==> src/rtl/cordic_ci_if.sv <==
// Nios II multi-cycle custom-instruction handshake between the CPU port and the
// cosine front-end.
interface cordic_ci_if;
    logic        clk_en;
    logic        start;
    logic [31:0] dataa;
    logic [31:0] result;
    logic        done;
    logic        busy;

    modport master (output clk_en, start, dataa, input  result, done, busy);
    modport slave  (input  clk_en, start, dataa, output result, done, busy);
endinterface

==> src/rtl/cordic_ci_ctrl.sv <==
// Sequential front-end for the combinational CORDIC cosine stage: registers the
// operand, waits a fixed settle budget, then captures and returns the cosine.
module cordic_ci_ctrl #(
    parameter int unsigned SETTLE_CYCLES = 4,
    parameter int unsigned CNT_W         = $clog2(SETTLE_CYCLES + 1)
) (
    input  logic        clk,
    input  logic        reset_n,
    cordic_ci_if.slave  ci,
    output logic [31:0] cos_angle,
    input  logic [31:0] cos_result
);

    typedef enum logic {IDLE, SETTLE} state_t;

    localparam logic [CNT_W-1:0] CNT_LOAD = CNT_W'(SETTLE_CYCLES - 1);

    state_t             state_q, state_d;
    logic [CNT_W-1:0]   cnt_q,   cnt_d;
    logic [31:0]        angle_q, angle_d;
    logic [31:0]        res_q,   res_d;
    logic               done_q,  done_d;
    logic               busy_q,  busy_d;

    // Starts seen in SETTLE fall through untouched, so an illegal CPU issue
    // cannot disturb the operand feeding the multicycle path.
    always_comb begin
        state_d = state_q;
        cnt_d   = cnt_q;
        angle_d = angle_q;
        res_d   = res_q;
        done_d  = done_q;
        busy_d  = busy_q;
        case (state_q)
            IDLE: begin
                done_d = 1'b0;
                if (ci.start) begin
                    angle_d = ci.dataa;
                    cnt_d   = CNT_LOAD;
                    busy_d  = 1'b1;
                    state_d = SETTLE;
                end
            end
            SETTLE: begin
                if (cnt_q != '0) begin
                    cnt_d = cnt_q - 1'b1;
                end else begin
                    res_d   = cos_result;
                    done_d  = 1'b1;
                    busy_d  = 1'b0;
                    state_d = IDLE;
                end
            end
            default: state_d = IDLE;
        endcase
    end

    // clk_en gates every register, so a stalled CPU freezes the settle count too.
    always_ff @(posedge clk or negedge reset_n) begin
        if (!reset_n) begin
            state_q <= IDLE;
            cnt_q   <= '0;
            angle_q <= '0;
            res_q   <= '0;
            done_q  <= 1'b0;
            busy_q  <= 1'b0;
        end else if (ci.clk_en) begin
            state_q <= state_d;
            cnt_q   <= cnt_d;
            angle_q <= angle_d;
            res_q   <= res_d;
            done_q  <= done_d;
            busy_q  <= busy_d;
        end
    end

    assign cos_angle = angle_q;
    assign ci.result = res_q;
    assign ci.done   = done_q;
    assign ci.busy   = busy_q;

endmodule

==> src/flat_wrapper.sv <==
// flat-port wrapper written by rule: the top's interface ports become plain ports
module cordic_ci_ctrl_flat 
#(
    parameter int unsigned SETTLE_CYCLES = 4,
    parameter int unsigned CNT_W         = $clog2(SETTLE_CYCLES + 1)
)
  (clk, reset_n, cos_angle, cos_result, ci_clk_en, ci_start, ci_dataa, ci_result, ci_done, ci_busy);
  cordic_ci_if ci_i ();
  input  logic clk;
  input  logic reset_n;
  output logic [31:0] cos_angle;
  input  logic [31:0] cos_result;
  input wire logic [$bits(ci_i.clk_en)-1:0] ci_clk_en;
  input wire logic [$bits(ci_i.start)-1:0] ci_start;
  input wire logic [$bits(ci_i.dataa)-1:0] ci_dataa;
  output wire logic [$bits(ci_i.result)-1:0] ci_result;
  output wire logic [$bits(ci_i.done)-1:0] ci_done;
  output wire logic [$bits(ci_i.busy)-1:0] ci_busy;
  assign ci_i.clk_en = ci_clk_en;
  assign ci_i.start = ci_start;
  assign ci_i.dataa = ci_dataa;
  assign ci_result = ci_i.result;
  assign ci_done = ci_i.done;
  assign ci_busy = ci_i.busy;
  cordic_ci_ctrl #(.SETTLE_CYCLES(SETTLE_CYCLES), .CNT_W(CNT_W)) u_core (.clk(clk), .reset_n(reset_n), .ci(ci_i), .cos_angle(cos_angle), .cos_result(cos_result));
endmodule
==> config.mk <==
export PLATFORM = sky130hd
export DESIGN_NAME = cordic_ci_ctrl_flat
export DESIGN_NICKNAME = d
export VERILOG_FILES = /design/src/rtl/cordic_ci_if.sv /design/src/rtl/cordic_ci_ctrl.sv /design/src/flat_wrapper.sv
export SDC_FILE = /design/constraint.sdc
export NUM_CORES = 1
export LEC_CHECK = 0
export BUFFER_PORTS_ARGS = -buffer_cell sky130_fd_sc_hd__buf_2
export CAP_MARGIN = 20
export CORE_MARGIN = 2
export CORE_UTILIZATION = 40
export CTS_BUF_LIST = sky130_fd_sc_hd__clkbuf_4
export DETAILED_ROUTE_END_ITERATION = 10
export PLACE_DENSITY_LB_ADDON = 0.15
export SETUP_SLACK_MARGIN = 0.2
export SLEW_MARGIN = 20
export SYNTH_ARGS = -nofsm -noshare
export SYNTH_HDL_FRONTEND = slang
export SYNTH_SLANG_ARGS = --single-unit
==> constraint.sdc <==
create_clock -name clk -period 2.1 [get_ports clk]
set_input_delay 0.315 -clock clk [delete_from_list [all_inputs] [get_ports clk]]
set_output_delay 0.315 -clock clk [all_outputs]
set_load 0.01 [all_outputs]
==> out/metrics.cfg, run 1 <==
[global_route]
grt_pass1_vias = 1901
track_usage_pct = 15.1
grt_max_degree = 53
grt-ovfl-total = 0
grt_pass1_wl_mm = 8.69
antenna_found_initial = 0

[worst_setup_path]
reg2regPathDepth = 4
worstSetupStartpointType = flop
arrival_ns = 1.90
required_ns = 2.38
endpoint_kind = flop
crit_type = flop to flop
cp_max_fo = 28

[status]
outcome = complete, no violations

[logic_synthesis]
synth_fa_ha_area_share_pct = 0.923
ys_seq_area_share_pct = 64.6
synth_seq_cells = 70
synth_xor_area_share_pct = 0
syn_avg_cell_area_um2 = 16.0
synth_simple_gate_area_share_pct = 3.32
synth.cell_area_mm2 = 0.00271
synth_cell_types = 19
synth_top_family_by_area = multiplexers
syn_nets = 239
yosys_warnings = 0
synth_compound_area_share_pct = 1.20
netlist_instances = 169
muxShareOfSynthArea_pct = 27.3

[hold_path]
hold_class = input pin to flop
hold_depth = 2

[timing]
rsz0062_at_grt = no
timing.final.ws_setup_ns = 0.481
setup_tns_ns = 0
slew_headroom_pct = 69.2
fmax_mhz = 618
min_period_over_period_pct = 77.1
fin_skew_ns = 0.0239
post-route-min-period_ns = 1.62
worstMarginPinSlew_ns = 0.462
hold_viol_final = 0
setup_violations = 0
slew_viol_final = 0
timing.hold.ws_ns = 0.127

[route]
vias = 1852
ant_nets = 0
routedWlPerCell_um = 13.8
drt_pass1_iterations = 4
drt_iter0_markers = 12
drt-total-wl_mm = 5.47
drcViolationCount = 0
avgViaCountPerCell = 4.68

[finish]
fill_cells = 589
syn2layout_area_growth_pct = 34.0
layout.cells.non_filler = 396
fin_nets = 381
mostFrequentLayoutCell = buf_2
num_antenna_cells = 0
utilization_pct = 54.4
mostFrequentLayoutCells = 133 x buf_2, 70 x dfrtp_1, 64 x mux2_2
drive_gt1_share_pct = 69.3

[floorplan]
die_x_um = 86.3
io_pins = 134
row_count = 30
initial_core_util_pct = 40.6
core-area_mm2 = 0.00668
die_h_um = 86.3
die_area_mm2 = 0.00745

[placement]
hpwl_mm = 4.04
dp_slack_ns = 0.491
dpl.cell_count = 379
place_congestion = 0.663
portBuffers = 133

[cts]
clockBufferDepth = 2
cts_buffers = 9
cts_tree = built
clockRootBuffer = clkbuf_4
clock_sinks = 70
worstSkewPairLatency_ns = 0.41
clkTransAtPathRegs_ns = 0.13
htreeDepth = 3

[power_and_ir_drop]
power_leakage_nw = 1.94
power_density_mw_per_mm2 = 1420
ir_drop_v = 0.000637

[run]
maxCapViolCount = 0

-- cell families (layout without fill, tap and decap cells) --
logic type      after synthesis  after routing
compound gates                6              6
fa+ha+maj                     2              2
buf+inv                      10            157
flops                        70             70
mux                          66             66
simple gates                 15             15
-- sequential cells by signal, summed over array words and instances, names as in the netlist --
| register | count |
|---|---|
| u_core.ci.busy | 1 |
| u_core.ci.done | 1 |
| u_core.ci.result | 32 |
| u_core.cnt_q | 3 |
| u_core.cos_angle | 32 |
| u_core.state_q | 1 |
-- repair_timing --
item	4_1_cts	5_1_grt
endpoints found under the hold margin	18	0
hold buffers	1	0
buffers inserted	0	0
gates resized for setup	0	0
-- synth_stat cells --
cell type	n	area share, %
a21oi_1	3	0.55
and2b_2	1	0.32
buf_2	3	0.55
clkbuf_8	3	1.5
dfrtp_1	70	65
ha_1	2	0.92
inv_1	4	0.55
mux2_2	64	27
mux2i_1	2	0.74
nand2_1	6	0.83
nand2_2	1	0.23
nand2b_1	1	0.23
nand3b_1	1	0.28
nand4b_2	1	0.55
nor2_1	2	0.28
nor2b_1	1	0.23
nor4bb_1	1	0.37
o21a_1	1	0.28
o21ai_0	2	0.37
-- path summary, 6_finish.rpt --
| kind | start | to | slack [ns] |
|---|---|---|---|
| worst max register to register | u_core.state_q$_DFFE_PN0P_ | u_core.cos_angle[26]$_DFFE_PN0P_ | 0.48 |
| max in group asynchronous | reset_n | u_core.ci.result[29]$_DFFE_PN0P_ | 1.08 |
| worst max-delay path | u_core.state_q$_DFFE_PN0P_ | u_core.cos_angle[26]$_DFFE_PN0P_ | 0.48 |
| worst min register to register | u_core.ci.busy$_DFFE_PN0P_ | u_core.ci.busy$_DFFE_PN0P_ | 0.49 |
| min in group asynchronous | reset_n | u_core.cos_angle[4]$_DFFE_PN0P_ | 0.39 |
| worst min-delay path | cos_result[16] | u_core.ci.result[16]$_DFFE_PN0P_ | 0.13 |
-- worst max-delay path, stage by stage (launching register included) --
cell and delay, ns:
dfrtp_1 0.47, and2b_2 0.26, nand2_2 0.20, buf_12 0.23, mux2_2 0.35
-- area by class of cell --
class | count | area, um^2 | area share, %
well taps | 80 | 100 | 2.76
clock inverters | 7 | 73.8 | 2.03
repair buffers | 137 | 736 | 20.3
inverters | 4 | 15.0 | 0.413
multi-input cells | 89 | 888 | 24.5
flip-flops and latches | 70 | 1750 | 48.2
clock buffers | 9 | 67.6 | 1.86
-- routing by layer --
layer | vias to the layer above | wire length, um | GRT usage, %
met5 | - | 0 | 0
met4 | 0 | 87 | 6.82
met3 | 10 | 631 | 6.29
met2 | 102 | 2400 | 24.3
met1 | 865 | 2350 | 17.7
li1 | 875 | - | -
-- metrics by stage --
stage / instance area, um^2 / power, mW
floorplan: 2710 / 3.47
global placement: 3480 / 4.32
detailed placement: 3480 / 4.39
CTS: 3630 / 5.25
global route: 3630 / 5.54
finish: 3630 / 5.17
-- power by group --
part           switching (mW)  leakage, nW  internal [mW]
logic                   0.911         1.01           1.07
clock network           0.483       0.0763          0.367
registers               0.322        0.855           2.02
(Power assumes the default switching activity.)
==> run 2, diff against run 1 <==
==> constraint.sdc (replaced) <==
create_clock -name clk -period 1.7 [get_ports clk]
set_input_delay 0.255 -clock clk [delete_from_list [all_inputs] [get_ports clk]]
set_output_delay 0.255 -clock clk [all_outputs]
set_load 0.01 [all_outputs]
==> out/metrics.cfg, run 2 (synthesis results as in run 1) <==
[timing]
rsz0062_at_grt = no
setup_violations = 0  ; unchanged
slew_headroom_pct = 75.3  ; +6.1 points
worstMarginPinSlew_ns = 0.370  ; -0.0921 ns
timing.final.ws_setup_ns = 0.304  ; -0.176 ns
slew_viol_final = 0  ; unchanged
setup_tns_ns = 0  ; unchanged
min_period_over_period_pct = 82.1  ; +5.0 points
fmax_mhz = 717  ; +16%
post-route-min-period_ns = 1.40  ; -0.224 ns
fin_skew_ns = 0.0109  ; -0.0130 ns
hold_viol_final = 0  ; unchanged

[worst_setup_path]
worstSetupStartpointType = flop
cp_slowest_cell = dfrtp_1
critPathTopFamily = flip-flops
arrival_ns = 1.67  ; -0.23 ns
reg2reg_from = u_core.cnt_q[1]$_DFFE_PN0P_
crit_type = flop to flop
required_ns = 1.98  ; -0.40 ns
cp_max_fo = 17  ; -39%
worstSetupStartpoint = u_core.cnt_q[1]$_DFFE_PN0P_
cp_num_cells = 5  ; +1
reg2regPathDepth = 5  ; +1
endpoint_kind = flop
path_buf_inv = 2  ; +1
crit_chain = inv_2, ha_4, nand4b_4, buf_12, mux2_2
crit_end = u_core.ci.result[11]$_DFFE_PN0P_
reg2reg_setup_slack_ns = 0.30  ; -0.18 ns
critPathMaxStageDelay_ns = 0.41  ; -0.06 ns
r2r_end = u_core.ci.result[11]$_DFFE_PN0P_

[cts]
worstSkewPairLatency_ns = 0.39  ; -0.02 ns
htreeDepth = 3  ; unchanged
cts_buffers = 9  ; unchanged
clkTransAtPathRegs_ns = 0.11  ; -0.02 ns
clockBufferDepth = 2  ; unchanged
clockRootBuffer = clkbuf_4
cts_tree = built
clock_sinks = 70  ; unchanged

[power_and_ir_drop]
power_density_mw_per_mm2 = 1740  ; +22%
power_leakage_nw = 1.98  ; +1.9%
ir_drop_v = 0.000890  ; +40%
power_mw = 6.42  ; +24%

[global_route]
grt_max_degree = 71  ; +34%
grt-ovfl-total = 0  ; unchanged
grt_pass1_wl_mm = 8.89  ; +2.2%
track_usage_pct = 15.4  ; +0.29 points
antenna_found_initial = 0  ; unchanged
grt_pass1_vias = 1902  ; +0.053%

[floorplan]
row_count = 30  ; unchanged
die_h_um = 86.3  ; unchanged
io_pins = 134  ; unchanged
core-area_mm2 = 0.00668  ; unchanged
initial_core_util_pct = 40.6  ; unchanged
die_x_um = 86.3  ; unchanged
die_area_mm2 = 0.00745  ; unchanged

[run]
maxCapViolCount = 0  ; unchanged

[finish]
num_antenna_cells = 0  ; unchanged
drive_gt1_share_pct = 70.1  ; +0.79 points
layout.cells.non_filler = 401  ; +1.3%
syn2layout_area_growth_pct = 36.4
utilization_pct = 55.3  ; +0.97 points
mostFrequentLayoutCell = buf_2
mostFrequentLayoutCells = 133 x buf_2, 70 x dfrtp_1, 64 x mux2_2
fin_nets = 386  ; +1.3%

[placement]
dp_slack_ns = 0.152  ; -0.339 ns
place_congestion = 0.690  ; +4.0%
hpwl_mm = 3.79  ; -6.4%
dpl.cell_count = 381  ; +0.53%
portBuffers = 133  ; unchanged

[route]
routedWlPerCell_um = 13.7  ; -1.2%
drt-total-wl_mm = 5.48  ; about the same
drcViolationCount = 0  ; unchanged
avgViaCountPerCell = 4.63  ; -0.98%
vias = 1857  ; +0.27%
drt_pass1_iterations = 4  ; unchanged
ant_nets = 0  ; unchanged
drt_iter0_markers = 17  ; +5

[hold_path]
hold_class = input pin to flop

[status]
outcome = complete, no violations

-- run 2: worst min path at each step --
stage	from	endpoint	slack, ns	cells past startpoint
6_report	cos_result[31]	u_core.ci.result[31]$_DFFE_PN0P_	0.08	2
5_1_grt	cos_result[26]	u_core.ci.result[26]$_DFFE_PN0P_	0.05	2
4_1_cts	cos_result[4]	u_core.ci.result[4]$_DFFE_PN0P_	0.05	2
3_5_place_dp	reset_n	u_core.cos_angle[12]$_DFFE_PN0P_	0.31	2
3_3_place_gp	reset_n	u_core.cos_angle[12]$_DFFE_PN0P_	0.31	2
2_1_floorplan	reset_n	u_core.ci.busy$_DFFE_PN0P_	-0.04	0
-- run 2: power by group --
part	internal (mW)	total, mW	switching (mW)
Combinational	1.39	2.56	1.17
Clock	0.449	0.991	0.542
Sequential	2.50	2.87	0.372
Total	4.34	6.42	2.08
-- run 2: timing repair --
item	CTS	global route
setup endpoints to repair	32	15
pin swaps	0	0
cloned	1	0
setup buffers	2	0
hold buffers	1	0
hold endpoints to repair	70	0
resized for setup	5	1
-- run 2: layout make-up --
type | instances | area (um^2)
Timing Repair Buffer | 142 | 793
Clock buffer | 10 | 75.1
Sequential cell | 70 | 1750
Fill cell | 584 | 2980
Tap cell | 80 | 100
Clock inverter | 6 | 52.6
Multi-Input combinational cell | 89 | 910
Inverter | 4 | 15.0
-- run 2: through the flow --
step	instance area (um^2)	hold WS [ns]
2_1_floorplan	2710	-0.0406
3_3_place_gp	3500	0.313
3_5_place_dp	3500	0.309
4_1_cts	3700	0.0499
5_1_grt	3700	0.0517
6_report	3700	0.0827
-- run 2: routing by layer --
layer / vias up / wire (um) / track usage, %
met3: 7 / 546 / 5.81
met4: 0 / 64 / 7.24
met2: 96 / 2490 / 24.6
li1: 883 / - / -
met5: - / 0 / 0
met1: 871 / 2370 / 18.4
==> run 3, diff against run 2 <==
==> constraint.sdc (replaced) <==
create_clock -name clk -period 1.25 [get_ports clk]
set_input_delay 0.1875 -clock clk [delete_from_list [all_inputs] [get_ports clk]]
set_output_delay 0.1875 -clock clk [all_outputs]
set_load 0.01 [all_outputs]
==> out/metrics.cfg, run 3 (synthesis results as in run 1) <==
[status]
outcome = complete, but fails checks
violations = negative setup slack

[finish]
layout.cells.non_filler = 484  ; +21%
utilization_pct = 70.1  ; +15 points
num_antenna_cells = 0  ; unchanged
mostFrequentLayoutCell = buf_2
seqCellArea_mm2 = 0.00175  ; unchanged
mostFrequentLayoutCells = 120 x buf_2, 70 x dfrtp_1, 55 x dlygate4sd3_1
syn2layout_area_growth_pct = 72.8
fin_nets = 471  ; +22%
fill_cells = 505  ; -14%
multi_input_area_mm2 = 0.00103  ; +13%
drive_gt1_share_pct = 63.9  ; -6.2 points

[cts]
cts_buffers = 9  ; unchanged
clockRootBuffer = clkbuf_4
cts_tree = built
clkTransAtPathRegs_ns = 0.10  ; about the same
worstSkewPairLatency_ns = 0.40  ; about the same
clock_sinks = 70  ; unchanged
clockBufferDepth = 2  ; unchanged
htreeDepth = 3  ; unchanged

[floorplan]
die_h_um = 86.3  ; unchanged
initial_core_util_pct = 40.6  ; unchanged
row_count = 30  ; unchanged
core-area_mm2 = 0.00668  ; unchanged
io_pins = 134  ; unchanged
die_x_um = 86.3  ; unchanged
die_area_mm2 = 0.00745  ; unchanged

[placement]
portBuffers = 133  ; unchanged
dp_slack_ns = -0.101  ; -0.253 ns
hpwl_mm = 3.91  ; +3.2%
place_congestion = 0.735  ; +6.5%
dpl.cell_count = 392  ; +2.9%

[hold_path]
hold_class = input pin to flop
hold_depth = 2  ; unchanged
holdPathEnd = u_core.cos_angle[2]$_DFFE_PN0P_
hp-start = ci_dataa[2]

[global_route]
grt-ovfl-total = 0  ; unchanged
grt_pass1_vias = 2156  ; +13%
track_usage_pct = 17.7  ; +2.3 points
grt_pass1_wl_mm = 10.1  ; +13%
grt_max_degree = 71  ; unchanged
antenna_found_initial = 0  ; unchanged

[worst_setup_path]
r2r_end = u_core.ci.result[19]$_DFFE_PN0P_
required_ns = 1.54  ; -0.44 ns
crit_type = flop to flop
cp_max_fo = 23  ; +6
critPathMaxStageDelay_ns = 0.40  ; about the same
worstSetupStartpointType = flop
arrival_ns = 1.67  ; about the same
crit_chain = inv_2, ha_4, nand4b_4, buf_12, mux2_4
reg2reg_setup_slack_ns = -0.13  ; -0.43 ns
reg2reg_from = u_core.cnt_q[1]$_DFFE_PN0P_
endpoint_kind = flop
reg2regPathDepth = 5  ; unchanged
cp_slowest_cell = dfrtp_1

[timing]
timing.final.ws_setup_ns = -0.126  ; -0.430 ns
slew_headroom_pct = 75.8  ; +0.47 points
worstMarginPinSlew_ns = 0.363  ; -0.00699 ns
min_period_over_period_pct = 110  ; +28 points
fin_skew_ns = 0.0110  ; +0.000103 ns
post-route-min-period_ns = 1.38  ; -0.0200 ns
setup_violations = 67  ; +67
rsz0062_at_grt = yes
hold_viol_final = 0  ; unchanged
fmax_mhz = 727  ; +1.5%
slew_viol_final = 0  ; unchanged

[power_and_ir_drop]
p_sw_share_pct = 32.1  ; -0.34 points
p_int_mw = 6.80  ; +57%
power_leakage_nw = 2.50  ; +26%
share_seq_of_total_power_pct = 40.0  ; -4.7 points
power_density_mw_per_mm2 = 2140  ; +23%
power_switching_mw = 3.21  ; +54%
ir_drop_v = 0.000997  ; +12%
power_mw = 10.0  ; +56%
p_comb_share_pct = 48.6  ; +8.7 points
clkPwrFrac_pct = 11.5  ; -3.9 points

[route]
ant_nets = 0  ; unchanged
drt-total-wl_mm = 7.14  ; +30%
vias = 2194  ; +18%
avgViaCountPerCell = 4.53  ; -2.1%
drcViolationCount = 0  ; unchanged
routedWlPerCell_um = 14.8  ; +8.0%
drt_iter0_markers = 66  ; +49
drt_pass1_iterations = 4  ; unchanged

[run]
maxCapViolCount = 0  ; unchanged

## run 3: changes by cell type in the layout (fill, tap and decap cells not counted), moves of 2 or more
cell	delta
dlygate4sd3_1	+54
buf_4	+25
mux2_2	-21
mux2_4	+21
buf_6	+16
buf_2	-13
clkbuf_16	+2
o21ai_0	-2
o21ai_1	+2
## run 3: final cells by class
cell class                 instances  share of cell area [%]
sequential                        70                    37.4
timing repair buffer             227                    36.2
multi-input combinational         89                    21.9
tap                               80                    2.14
clock buffer                      11                    1.76
inverter                           4                   0.321
clock inverter                     3                   0.294
## run 3: layer usage
| layer | track usage [%] | part of all wire (%) |
|---|---|---|
| met4 | 8.52 | 2.7 |
| met3 | 3.71 | 5.0 |
| met2 | 30.1 | 52 |
| met5 | 0 | 0 |
| met1 | 21.4 | 40 |
## run 3: timing repair
action	CTS	global route
cloned	0	3
endpoints found under the setup margin	136	136
resized for setup	18	28
hold endpoints to repair	123	1
setup buffers	1	19
hold buffers	54	1
pin swaps	3	3
## run 3: worst max path at each step
stage	from	to	slack [ns]	depth (start not counted)
CTS	u_core.cnt_q[1]$_DFFE_PN0P_	u_core.ci.result[17]$_DFFE_PN0P_	-0.12	5
floorplan	u_core.state_q$_DFFE_PN0P_	u_core.cos_angle[10]$_DFFE_PN0P_	-0.15	4
global placement	u_core.state_q$_DFFE_PN0P_	u_core.cos_angle[22]$_DFFE_PN0P_	-0.07	4
detailed placement	u_core.cnt_q[1]$_DFFE_PN0P_	u_core.ci.result[10]$_DFFE_PN0P_	-0.10	5
global route	u_core.cnt_q[1]$_DFFE_PN0P_	u_core.ci.result[13]$_DFFE_PN0P_	-0.17	5
finish	u_core.cnt_q[1]$_DFFE_PN0P_	u_core.ci.result[19]$_DFFE_PN0P_	-0.13	5
## run 3: worst max-delay path: cells and delay by family (launching register included)
kind	cells	cell delay, ns
buf+inv	2	0.28
fa+ha+maj	1	0.15
simple gates	1	0.13
mux	1	0.31
flops	1	0.40
## run 3: per-stage QoR
step	hold WS (ns)	TNS, ns	cell area (um^2)
finish	0.0201	-5.70	4680
CTS	0.000281	-5.89	4340
global placement	0.248	-4.11	3610
floorplan	-0.108	-6.49	2760
detailed placement	0.242	-5.38	3610
global route	0.00412	-8.62	4680
## run 3: power by group through the flow
stage	combinational (mW)	sequential (mW)	clock [mW]
floorplan	1.39	4.53	0
detailed placement	3.66	3.94	0
global placement	3.58	3.91	0
CTS	4.03	3.93	1.19
global route	5.22	4.12	1.29
finish	4.86	4.00	1.15
